[config.mk]
export PLATFORM = sky130hd
export DESIGN_NAME = redraw_scheduler_flat
export DESIGN_NICKNAME = d
export VERILOG_FILES = /design/src/rtl/redraw_scheduler_if.sv /design/src/rtl/redraw_scheduler.sv /design/src/flat_wrapper.sv
export SDC_FILE = /design/constraint.sdc
export NUM_CORES = 1
export LEC_CHECK = 0
export BUFFER_PORTS_ARGS = -buffer_cell sky130_fd_sc_hd__buf_4
export CAP_MARGIN = 20
export CORE_ASPECT_RATIO = 1.5
export CORE_UTILIZATION = 54
export DETAILED_ROUTE_END_ITERATION = 8
export GPL_TIMING_DRIVEN = 0
export PLACE_DENSITY = 0.74
export SLEW_MARGIN = 40
export SYNTH_ARGS = -nofsm -noshare
export SYNTH_HDL_FRONTEND = slang
export SYNTH_SLANG_ARGS = --single-unit
[constraint.sdc]
create_clock -name clk -period 3.07 [get_ports clk]
set_input_delay 0.307 -clock clk [delete_from_list [all_inputs] [get_ports clk]]
set_output_delay 0.307 -clock clk [all_outputs]
set_load 0.01 [all_outputs]
[src/rtl/redraw_scheduler_if.sv]
// rtl/redraw_scheduler_if.sv - command/completion bus between the redraw scheduler and the draw engine
interface redraw_scheduler_if;
  logic       draw_valid;
  logic [1:0] draw_op;
  logic [3:0] draw_row;
  logic [3:0] draw_col;
  logic       draw_ready;
  logic       draw_done;

  modport master (
    output draw_valid, draw_op, draw_row, draw_col,
    input  draw_ready, draw_done
  );

  modport slave (
    input  draw_valid, draw_op, draw_row, draw_col,
    output draw_ready, draw_done
  );
endinterface

[src/rtl/redraw_scheduler.sv]
// rtl/redraw_scheduler.sv - serialises board, cell and cursor redraws into the shared draw engine
module redraw_scheduler #(
  parameter int CELL_FIFO_DEPTH = 4,
  parameter int TIMEOUT_CYCLES  = 65535
) (
  input  logic               clk,
  input  logic               reset_n,
  input  logic               board_req,
  input  logic               cell_req,
  input  logic [3:0]         cell_row,
  input  logic [3:0]         cell_col,
  input  logic               cursor_req,
  input  logic [3:0]         cursor_row,
  input  logic [3:0]         cursor_col,
  redraw_scheduler_if.master draw,
  output logic               cursor_ack,
  output logic               busy,
  output logic               timeout_err
);
  localparam int AW = $clog2(CELL_FIFO_DEPTH);
  localparam int TW = $clog2(TIMEOUT_CYCLES + 1);
  localparam logic [1:0] OP_BOARD = 2'b00;
  localparam logic [1:0] OP_CELL  = 2'b01;
  localparam logic [1:0] OP_ERASE = 2'b10;
  localparam logic [1:0] OP_DRAW  = 2'b11;
  localparam logic [TW-1:0] TIMER_LAST = TW'(TIMEOUT_CYCLES - 1);
  localparam logic [AW:0]   FIFO_FULL  = (AW + 1)'(CELL_FIFO_DEPTH);

  typedef enum logic [1:0] {IDLE, ISSUE, WAIT} state_t;

  state_t        state_q;
  logic          valid_q, ack_q, timeout_err_q;
  logic          board_pend_q, cur_drawn_q, cur_force_q, cursor_req_q;
  logic [1:0]    op_q;
  logic [3:0]    row_q, col_q, last_row_q, last_col_q, new_row_q, new_col_q;
  logic [TW-1:0] timer_q;

  logic [7:0]    fifo_mem [CELL_FIFO_DEPTH];
  logic [AW-1:0] wr_ptr_q, wr_ptr_d, rd_ptr_q, rd_ptr_d;
  logic [AW:0]   count_q, count_d;

  logic done_evt, timeout_hit, op_finish, pop, board_fin, push_ok;

  assign done_evt    = (state_q == WAIT) && draw.draw_done;
  assign timeout_hit = (state_q == WAIT) && !draw.draw_done && (timer_q == TIMER_LAST);
  assign op_finish   = done_evt || timeout_hit;
  assign pop         = (state_q == ISSUE) && draw.draw_ready && (op_q == OP_CELL);
  assign board_fin   = op_finish && (op_q == OP_BOARD);
  // The board flush empties the queue first, so a push landing on that edge always fits
  assign push_ok     = cell_req && ((count_q != FIFO_FULL) || pop || board_fin);

  always_comb begin
    wr_ptr_d = wr_ptr_q;
    rd_ptr_d = rd_ptr_q;
    count_d  = count_q;
    if (board_fin) begin
      rd_ptr_d = wr_ptr_q;
      count_d  = '0;
    end else if (pop) begin
      rd_ptr_d = rd_ptr_q + AW'(1);
      count_d  = count_q - (AW + 1)'(1);
    end
    if (push_ok) begin
      wr_ptr_d = wr_ptr_q + AW'(1);
      count_d  = count_d + (AW + 1)'(1);
    end
  end

  always_ff @(posedge clk) begin
    if (!reset_n) begin
      wr_ptr_q <= '0;
      rd_ptr_q <= '0;
      count_q  <= '0;
    end else begin
      wr_ptr_q <= wr_ptr_d;
      rd_ptr_q <= rd_ptr_d;
      count_q  <= count_d;
    end
  end

  always_ff @(posedge clk) begin
    if (push_ok) fifo_mem[wr_ptr_q] <= {cell_row, cell_col};
  end

  always_ff @(posedge clk) begin
    if (!reset_n) begin
      state_q       <= IDLE;
      valid_q       <= 1'b0;
      op_q          <= OP_BOARD;
      row_q         <= '0;
      col_q         <= '0;
      timer_q       <= '0;
      board_pend_q  <= 1'b1;
      cur_drawn_q   <= 1'b0;
      cur_force_q   <= 1'b0;
      cursor_req_q  <= 1'b0;
      last_row_q    <= '0;
      last_col_q    <= '0;
      new_row_q     <= '0;
      new_col_q     <= '0;
      ack_q         <= 1'b0;
      timeout_err_q <= 1'b0;
    end else begin
      ack_q        <= 1'b0;
      cursor_req_q <= cursor_req;
      case (state_q)
        IDLE: begin
          if (board_pend_q) begin
            op_q    <= OP_BOARD;
            row_q   <= '0;
            col_q   <= '0;
            valid_q <= 1'b1;
            state_q <= ISSUE;
          end else if (count_q != '0) begin
            op_q    <= OP_CELL;
            row_q   <= fifo_mem[rd_ptr_q][7:4];
            col_q   <= fifo_mem[rd_ptr_q][3:0];
            valid_q <= 1'b1;
            state_q <= ISSUE;
          end else if (cur_force_q || cursor_req_q) begin
            new_row_q <= cursor_row;
            new_col_q <= cursor_col;
            op_q      <= cur_drawn_q ? OP_ERASE : OP_DRAW;
            row_q     <= cur_drawn_q ? last_row_q : cursor_row;
            col_q     <= cur_drawn_q ? last_col_q : cursor_col;
            valid_q   <= 1'b1;
            state_q   <= ISSUE;
          end
        end
        ISSUE: begin
          if (draw.draw_ready) begin
            valid_q <= 1'b0;
            timer_q <= '0;
            state_q <= WAIT;
          end
        end
        WAIT: begin
          if (op_finish) begin
            state_q <= IDLE;
            if (timeout_hit) timeout_err_q <= 1'b1;
            case (op_q)
              OP_BOARD: begin
                board_pend_q <= 1'b0;
                cur_drawn_q  <= 1'b0;
                cur_force_q  <= 1'b1;
              end
              OP_ERASE: begin
                if (done_evt) begin
                  op_q    <= OP_DRAW;
                  row_q   <= new_row_q;
                  col_q   <= new_col_q;
                  valid_q <= 1'b1;
                  state_q <= ISSUE;
                end else begin
                  cur_drawn_q <= 1'b0;
                end
              end
              OP_DRAW: begin
                last_row_q  <= new_row_q;
                last_col_q  <= new_col_q;
                cur_drawn_q <= 1'b1;
                cur_force_q <= 1'b0;
                if (done_evt) begin
                  ack_q        <= 1'b1;
                  cursor_req_q <= 1'b0;
                end
              end
              default: ;
            endcase
          end else begin
            timer_q <= timer_q + TW'(1);
          end
        end
        default: state_q <= IDLE;
      endcase
      // New requests outrank the clear from a finishing board redraw
      if (board_req || (cell_req && !push_ok)) board_pend_q <= 1'b1;
    end
  end

  assign draw.draw_valid = valid_q;
  assign draw.draw_op    = op_q;
  assign draw.draw_row   = row_q;
  assign draw.draw_col   = col_q;
  assign cursor_ack      = ack_q;
  assign busy            = (state_q != IDLE);
  assign timeout_err     = timeout_err_q;
endmodule
[src/flat_wrapper.sv]
// flat-port wrapper written by rule: the top's interface ports become plain ports
module redraw_scheduler_flat 
#(
  parameter int CELL_FIFO_DEPTH = 4,
  parameter int TIMEOUT_CYCLES  = 65535
)
  (clk, reset_n, board_req, cell_req, cell_row, cell_col, cursor_req, cursor_row, cursor_col, cursor_ack, busy, timeout_err, draw_draw_valid, draw_draw_op, draw_draw_row, draw_draw_col, draw_draw_ready, draw_draw_done);
  redraw_scheduler_if draw_i ();
  input  logic clk;
  input  logic reset_n;
  input  logic board_req;
  input  logic cell_req;
  input  logic [3:0] cell_row;
  input  logic [3:0] cell_col;
  input  logic cursor_req;
  input  logic [3:0] cursor_row;
  input  logic [3:0] cursor_col;
  output logic cursor_ack;
  output logic busy;
  output logic timeout_err;
  output wire logic [$bits(draw_i.draw_valid)-1:0] draw_draw_valid;
  output wire logic [$bits(draw_i.draw_op)-1:0] draw_draw_op;
  output wire logic [$bits(draw_i.draw_row)-1:0] draw_draw_row;
  output wire logic [$bits(draw_i.draw_col)-1:0] draw_draw_col;
  input wire logic [$bits(draw_i.draw_ready)-1:0] draw_draw_ready;
  input wire logic [$bits(draw_i.draw_done)-1:0] draw_draw_done;
  assign draw_draw_valid = draw_i.draw_valid;
  assign draw_draw_op = draw_i.draw_op;
  assign draw_draw_row = draw_i.draw_row;
  assign draw_draw_col = draw_i.draw_col;
  assign draw_i.draw_ready = draw_draw_ready;
  assign draw_i.draw_done = draw_draw_done;
  redraw_scheduler #(.CELL_FIFO_DEPTH(CELL_FIFO_DEPTH), .TIMEOUT_CYCLES(TIMEOUT_CYCLES)) u_core (.clk(clk), .reset_n(reset_n), .board_req(board_req), .cell_req(cell_req), .cell_row(cell_row), .cell_col(cell_col), .cursor_req(cursor_req), .cursor_row(cursor_row), .cursor_col(cursor_col), .draw(draw_i), .cursor_ack(cursor_ack), .busy(busy), .timeout_err(timeout_err));
endmodule
-- Word level (Yosys, flattened, before mapping)
Memories as Yosys holds them, arrays and structs flattened. A register that Yosys moved wholly into a read port is not among the register bits.
Index checks and enable logic that the tools add are counted.
- register bits after elaboration: 58
- RAM bits: 32
- input port bits: 23
- output and inout port bits: 14
- word-level logic and storage cells: 139
- memories kept: 1
- add/subtract/negate cells: 5
- eq/ne operators: 14
- multiplexer cells: 60
- bitwise gates (word level): 3
- reductions and logical operators: 37
- memory list (memory ; depth ; bits a word ; read ports ; clocked after Yosys merged registers in ; write ports ; line ; source):
    u_core.fifo_mem ; 4 ; 8 ; 1 ; 1 ; 1 ; redraw_scheduler.sv:38 ; logic [7:0] fifo_mem [CELL_FIFO_DEPTH];
- operators with widths (kind ; number):
    $mux 4 ; 14
    $mux 16 ; 2
    $mux 2 ; 16
    $pmux 16 s2 ; 1
    $reduce_and 3->1 ; 6
    $mux 1 ; 17
    $add 16x1->16 const B ; 1
    $eq 16x16->1 const B ; 1
    $pmux 4 s2 ; 2
    $reduce_and 4->1 ; 3
    $reduce_bool 2->1 ; 5
    $mux 3 ; 3
    $reduce_bool 3->1 ; 3
    $logic_and 1x1->1 ; 8
    $ne 2x2->1 const B ; 4
    $eq 2x2->1 const B ; 3
    $pmux 1 s3 ; 2
    $pmux 2 s3 ; 1
    $reduce_and 6->1 ; 1
    $logic_or 1x1->1 ; 5
    $reduce_and 5->1 ; 1
    $add 2x1->2 const B ; 2
    $eq 2x1->1 const B ; 2
    $logic_not 2->1 ; 2
    other kinds (10) ; 14

-- Logic depth before layout (Yosys ltp)
- depth after elaboration: 11
- depth in mapped cells: 10
- depth with buffers taken out: 9

-- Worst setup path before layout
No wires, ideal clock.
- path type: register to register
- start: register u_core.op_q[0] (netlist: u_core.draw.draw_op[0])
- end: register u_core.count_q[2]
- setup time: 0.091 ns
- arrival time: 2.093 ns
- path slack: 0.886 ns
- stages on the path, launching flop included: 10
- buffers on the path: 1
- period minus slack after synthesis: 2.184 ns
- cell sequence: dfxtp_1 ha_1 and4b_1 buf_2 mux2_2 a211oi_1 ha_1 nand2_1 a21boi_0 a311oi_1
- word-level cells in the longest chain between the ends: 6
- elaborated cells on any way between the ends: 11
- those cells by class: 1 x add/sub; 1 x eq/ne; 3 x mux; 6 x reduce/logical
- RTL lines (item ; line ; source):
    start: declaration ; redraw_scheduler.sv:34 ; logic [1:0] op_q;
    start signal: assignment ; redraw_scheduler.sv:123 ; op_q <= cur_drawn_q ? OP_ERASE : OP_DRAW;
    $eq 2x1->1 ; redraw_scheduler.sv:47 ; assign pop = (state_q == ISSUE) && draw.draw_ready && (op_q == OP_CELL);
    $logic_and 1x1->1 ; redraw_scheduler.sv:47 ;
    $mux 3 / $logic_or 1x1->1 (equally long branches) ; redraw_scheduler.sv:59, redraw_scheduler.sv:50 ;
    $mux 3 / $logic_or 1x1->1 (equally long branches) ; redraw_scheduler.sv:56, redraw_scheduler.sv:50 ;
    $add 3x1->3 / $logic_and 1x1->1 (equally long branches) ; redraw_scheduler.sv:65, redraw_scheduler.sv:50 ;
    $mux 3 * ; redraw_scheduler.sv:63 ; if (push_ok) begin
    end signal: assignment ; redraw_scheduler.sv:77 ; count_q <= count_d;
    end: declaration ; redraw_scheduler.sv:40 ; logic [AW:0] count_q, count_d;
Every way passes the cells marked *; elsewhere a longest branch is shown, timed or not.
A chain may end at the register's enable or synchronous reset.

-- Worst setup path in the final report
Ends and elaborated chain as after synthesis.

==> run_results.csv <==
group,metric,value,unit
global_routing,grt_pass1_vias,2994,
critical_path,cp.arrival,2.71,ns
drt,dr.pass1.iters,4,
yosys,netlist_area,4180,sq um
placed_design,gp_congestion,0.805,
global_routing,grt_util_met1,25.9,%
cts,clk_latency,0.35,ns
global_routing,grt_busiest_layer,"met2",
global_routing,grt.met2_usage,42.4,%
hold_path,holdPathEnd,"u_core.fifo_mem[1][3]",
drt,drtIter0Drc,186,
floorplan,pin_count,37,
layout,final_core_util,64.6,%
critical_path,regToRegSetupSlack,0.62,ns
floorplan,row_count,38,
yosys,postSynthAreaPerCell,10.8,sq um
power_and_ir_drop,leakagePower,0.00183,uW
critical_path,reg2reg_to,"u_core.count_q[2]",
global_routing,grt_max_degree,16,
cts,cts_resized,0,
yosys,ys_ff_latch,92,
layout,n_antenna_cell,0,
yosys,synth_edf_count,32,
floorplan,die_y,110,um
cts,clock_path_buffers,2,
timing,fin_crit_sh,79.7,%
hold_path,min_path_cells,1,
placed_design,numPortBuffers,34,
cts,ctsHoldBuffers,0,
power_and_ir_drop,vdd_drop_max,0.000340,V
yosys,yosysWarnings,0,
hold_path,worstHoldStart,"cell_col[3]",
critical_path,cp_cell_sequence,"ha_1, and4b_1, buf_2, mux2_2, a211oi_1, ha_1, nand2_1, a21boi_0, a311oi_1",
timing,hold_viol_final,0,
cts,cts-root-buf,"clkbuf_8",
cts,post-cts-setup-buffer-count,0,
cts,clock_sinks,92,
timing,rsz0062_at_grt,"false",
critical_path,cp.required,3.33,ns
layout,final_cells,537,
cts,numCtsBuffers,9,
timing,worst_clock_skew,0.0121,ns
timing,setup_viol,0,
layout,drive_gt1_share,17.6,%
critical_path,end_kind,"flip-flop",
timing,worst_pin_slew,0.693,ns
placed_design,dp.cells,521,
yosys,yosys_most_used_dff,"dfxtp_1",
timing,period_minus_slack,2.45,ns
flow_run,cap_violations,0,
timing,drv_slew,0,
layout,syn2layout_area_growth,14.0,%
global_routing,grt_pass1_wl,14000,um
layout,final_nets,469,
yosys,async_flop_share,0,%
hold_path,hold_path_class,"primary input to flip-flop",
floorplan,start_util,56.7,%
yosys,syn_inst,387,
critical_path,crit_fanout,8,
floorplan,die_w,73.8,um
critical_path,critPathLaunchType,"flip-flop",
layout,regArea,2160,sq um
yosys,syn-num-nets,424,
critical_path,rr_startpoint,"u_core.draw.draw_op[0]",
placed_design,dpl.hpwl,6590,um
critical_path,critPathSlowestCell,"dfxtp_1",
cts,clk_pin_slew_worst_paths,0.09,ns
timing,finalSetupTns,0,ns
drt,post_drt_wl_per_cell,16.7,um
global_routing,grtUsageTotal,23.3,%
drt,num_vias,3105,
status,outcome,"completed",
yosys,ys_seq_area_share,51.8,%
critical_path,slowest_delay,0.45,ns
timing,max-slew-margin-rel,53.8,%
timing,max_clock_freq,409,MHz
layout,num-fill-cells,608,
global_routing,antenna_found_initial,0,
drt,postRouteAntennaNets,0,
cts,htree_levels,3,
global_routing,grt-ovfl-total,0,
drt,drc,0,
layout,multi_input_area,1890,sq um
floorplan,dieArea,8100,sq um
critical_path,reg2reg_depth,9,
power_and_ir_drop,powerDensity,507,nW/um^2
yosys,synth.distinct_cells,57,
cts,cts_tree,"yes",
floorplan,core_area,7370,sq um
critical_path,timing.setup.critical_path_class,"flip-flop to flip-flop",
drt,vias_per_cell,5.78,
global_routing,use_met3,4.58,%
drt,wirelength,8950,um
critical_path,path_common_cell,"ha_1",
cells in the mapped netlist (6+ instances only):
cell,number,area [sq um]
nor2_1,44,165
o21ai_0,17,85.1
a21oi_1,30,150
a211oi_1,12,90.1
and2_1,7,43.8
inv_1,11,41.3
nand2_1,16,60.1
nand3_1,9,45.0
dfxtp_1,60,1200
ha_1,14,175
xnor2_1,7,61.3
mux4_2,8,180
buf_2,6,30.0
clkbuf_1,14,52.6
edfxtp_1,32,961
and3_1,8,50.1
mux2i_1,26,260
cell families after synthesis:
group,synth area share (%)
and+or+nand+nor,15.5
DFF,51.8
AOI/OAI and AO/OA,12.8
muxes,11.1
buffers and inverters,2.97
adders and majority gates,4.19
xor gates and xnor gates,1.68
layout make-up:
cell class,instances,share of cell area [%]
sequential,92,45.4
multi-input combinational,264,39.7
timing repair buffer,34,5.36
clock buffer,11,3.00
tap,100,2.63
buffer,20,1.74
clock inverter,5,1.26
inverter,11,0.868
how the worst max path moves through the flow:
stage	start	endpoint	slack, ns	cells past startpoint
floorplan	u_core.draw.draw_op[0]	u_core.count_q[2]	0.89	9
global placement	u_core.draw.draw_op[0]	u_core.count_q[2]	0.69	9
detailed placement	u_core.draw.draw_op[0]	u_core.count_q[2]	0.69	9
CTS	u_core.draw.draw_op[0]	u_core.count_q[2]	0.63	9
global route	u_core.draw.draw_op[1]	u_core.count_q[2]	0.47	10
finish	u_core.draw.draw_op[0]	u_core.count_q[2]	0.62	9
power breakdown:
group | switching [uW] | leakage (uW) | internal, uW
combinational | 150 | 0.000948 | 110
sequential | 26.8 | 0.000781 | 1310
clock | 414 | 0.000103 | 405
worst max-delay path: cells and delay by family, from the launching register on:
kind                       cells  cell delay (ns)
DFF                            1             0.45
muxes                          1             0.36
AOI/OAI and AO/OA              3             0.63
and+or+nand+nor                2             0.28
adders and majority gates      2             0.40
buffers and inverters          1             0.22
sequential cells by signal (all words and copies together) (netlist names), named ones only:
name / cells
u_core.cur_drawn_q: 1
u_core.cursor_ack: 1
u_core.fifo_mem: 32
u_core.last_row_q: 4
u_core.cursor_req_q: 1
u_core.wr_ptr_q: 2
u_core.board_pend_q: 1
u_core.new_row_q: 4
u_core.timeout_err: 1
u_core.last_col_q: 4
u_core.count_q: 3
u_core.new_col_q: 4
u_core.rd_ptr_q: 2
u_core.draw.draw_row: 4
u_core.state_q: 2
u_core.draw.draw_valid: 1
u_core.draw.draw_op: 2
u_core.draw.draw_col: 4
u_core.cur_force_q: 1
u_core.timer_q: 16
placed cells by master, fill, tap and decap left out, types with 3 or more instances in the layout:
cell / n
xnor2_1: 7
o21ai_0: 17
dfxtp_1: 60
nand3_1: 9
clkbuf_1: 14
and4_1: 3
or4_1: 3
a21oi_1: 30
buf_2: 6
a31oi_1: 3
mux2i_1: 26
nor3_1: 4
and3_1: 8
nand2_1: 16
inv_1: 11
and2_1: 7
buf_4: 34
edfxtp_1: 32
mux4_2: 8
clkbuf_8: 10
ha_1: 14
nand4_1: 3
a211oi_1: 12
nor2_1: 44
o31ai_1: 4
or3_1: 4
per-stage QoR:
step	worst slack, ns	instance area, sq um	power, uW	hold WS, ns
after floorplan	0.886	4180	1520	0.401
after global placement	0.689	4560	1620	0.458
after detailed placement	0.686	4560	1620	0.466
after CTS	0.630	4760	2430	0.141
after global routing	0.468	4760	2500	0.137
final	0.622	4760	2410	0.149
routing by layer:
| layer | vias to the layer above | share of wire, % |
|---|---|---|
| met2 | 75 | 53 |
| met4 | 0 | 2.0 |
| met1 | 1498 | 42 |
| met5 | - | 0 |
| met3 | 16 | 3.4 |
| li1 | 1516 | - |
Power figures use the tool's default switching activity.
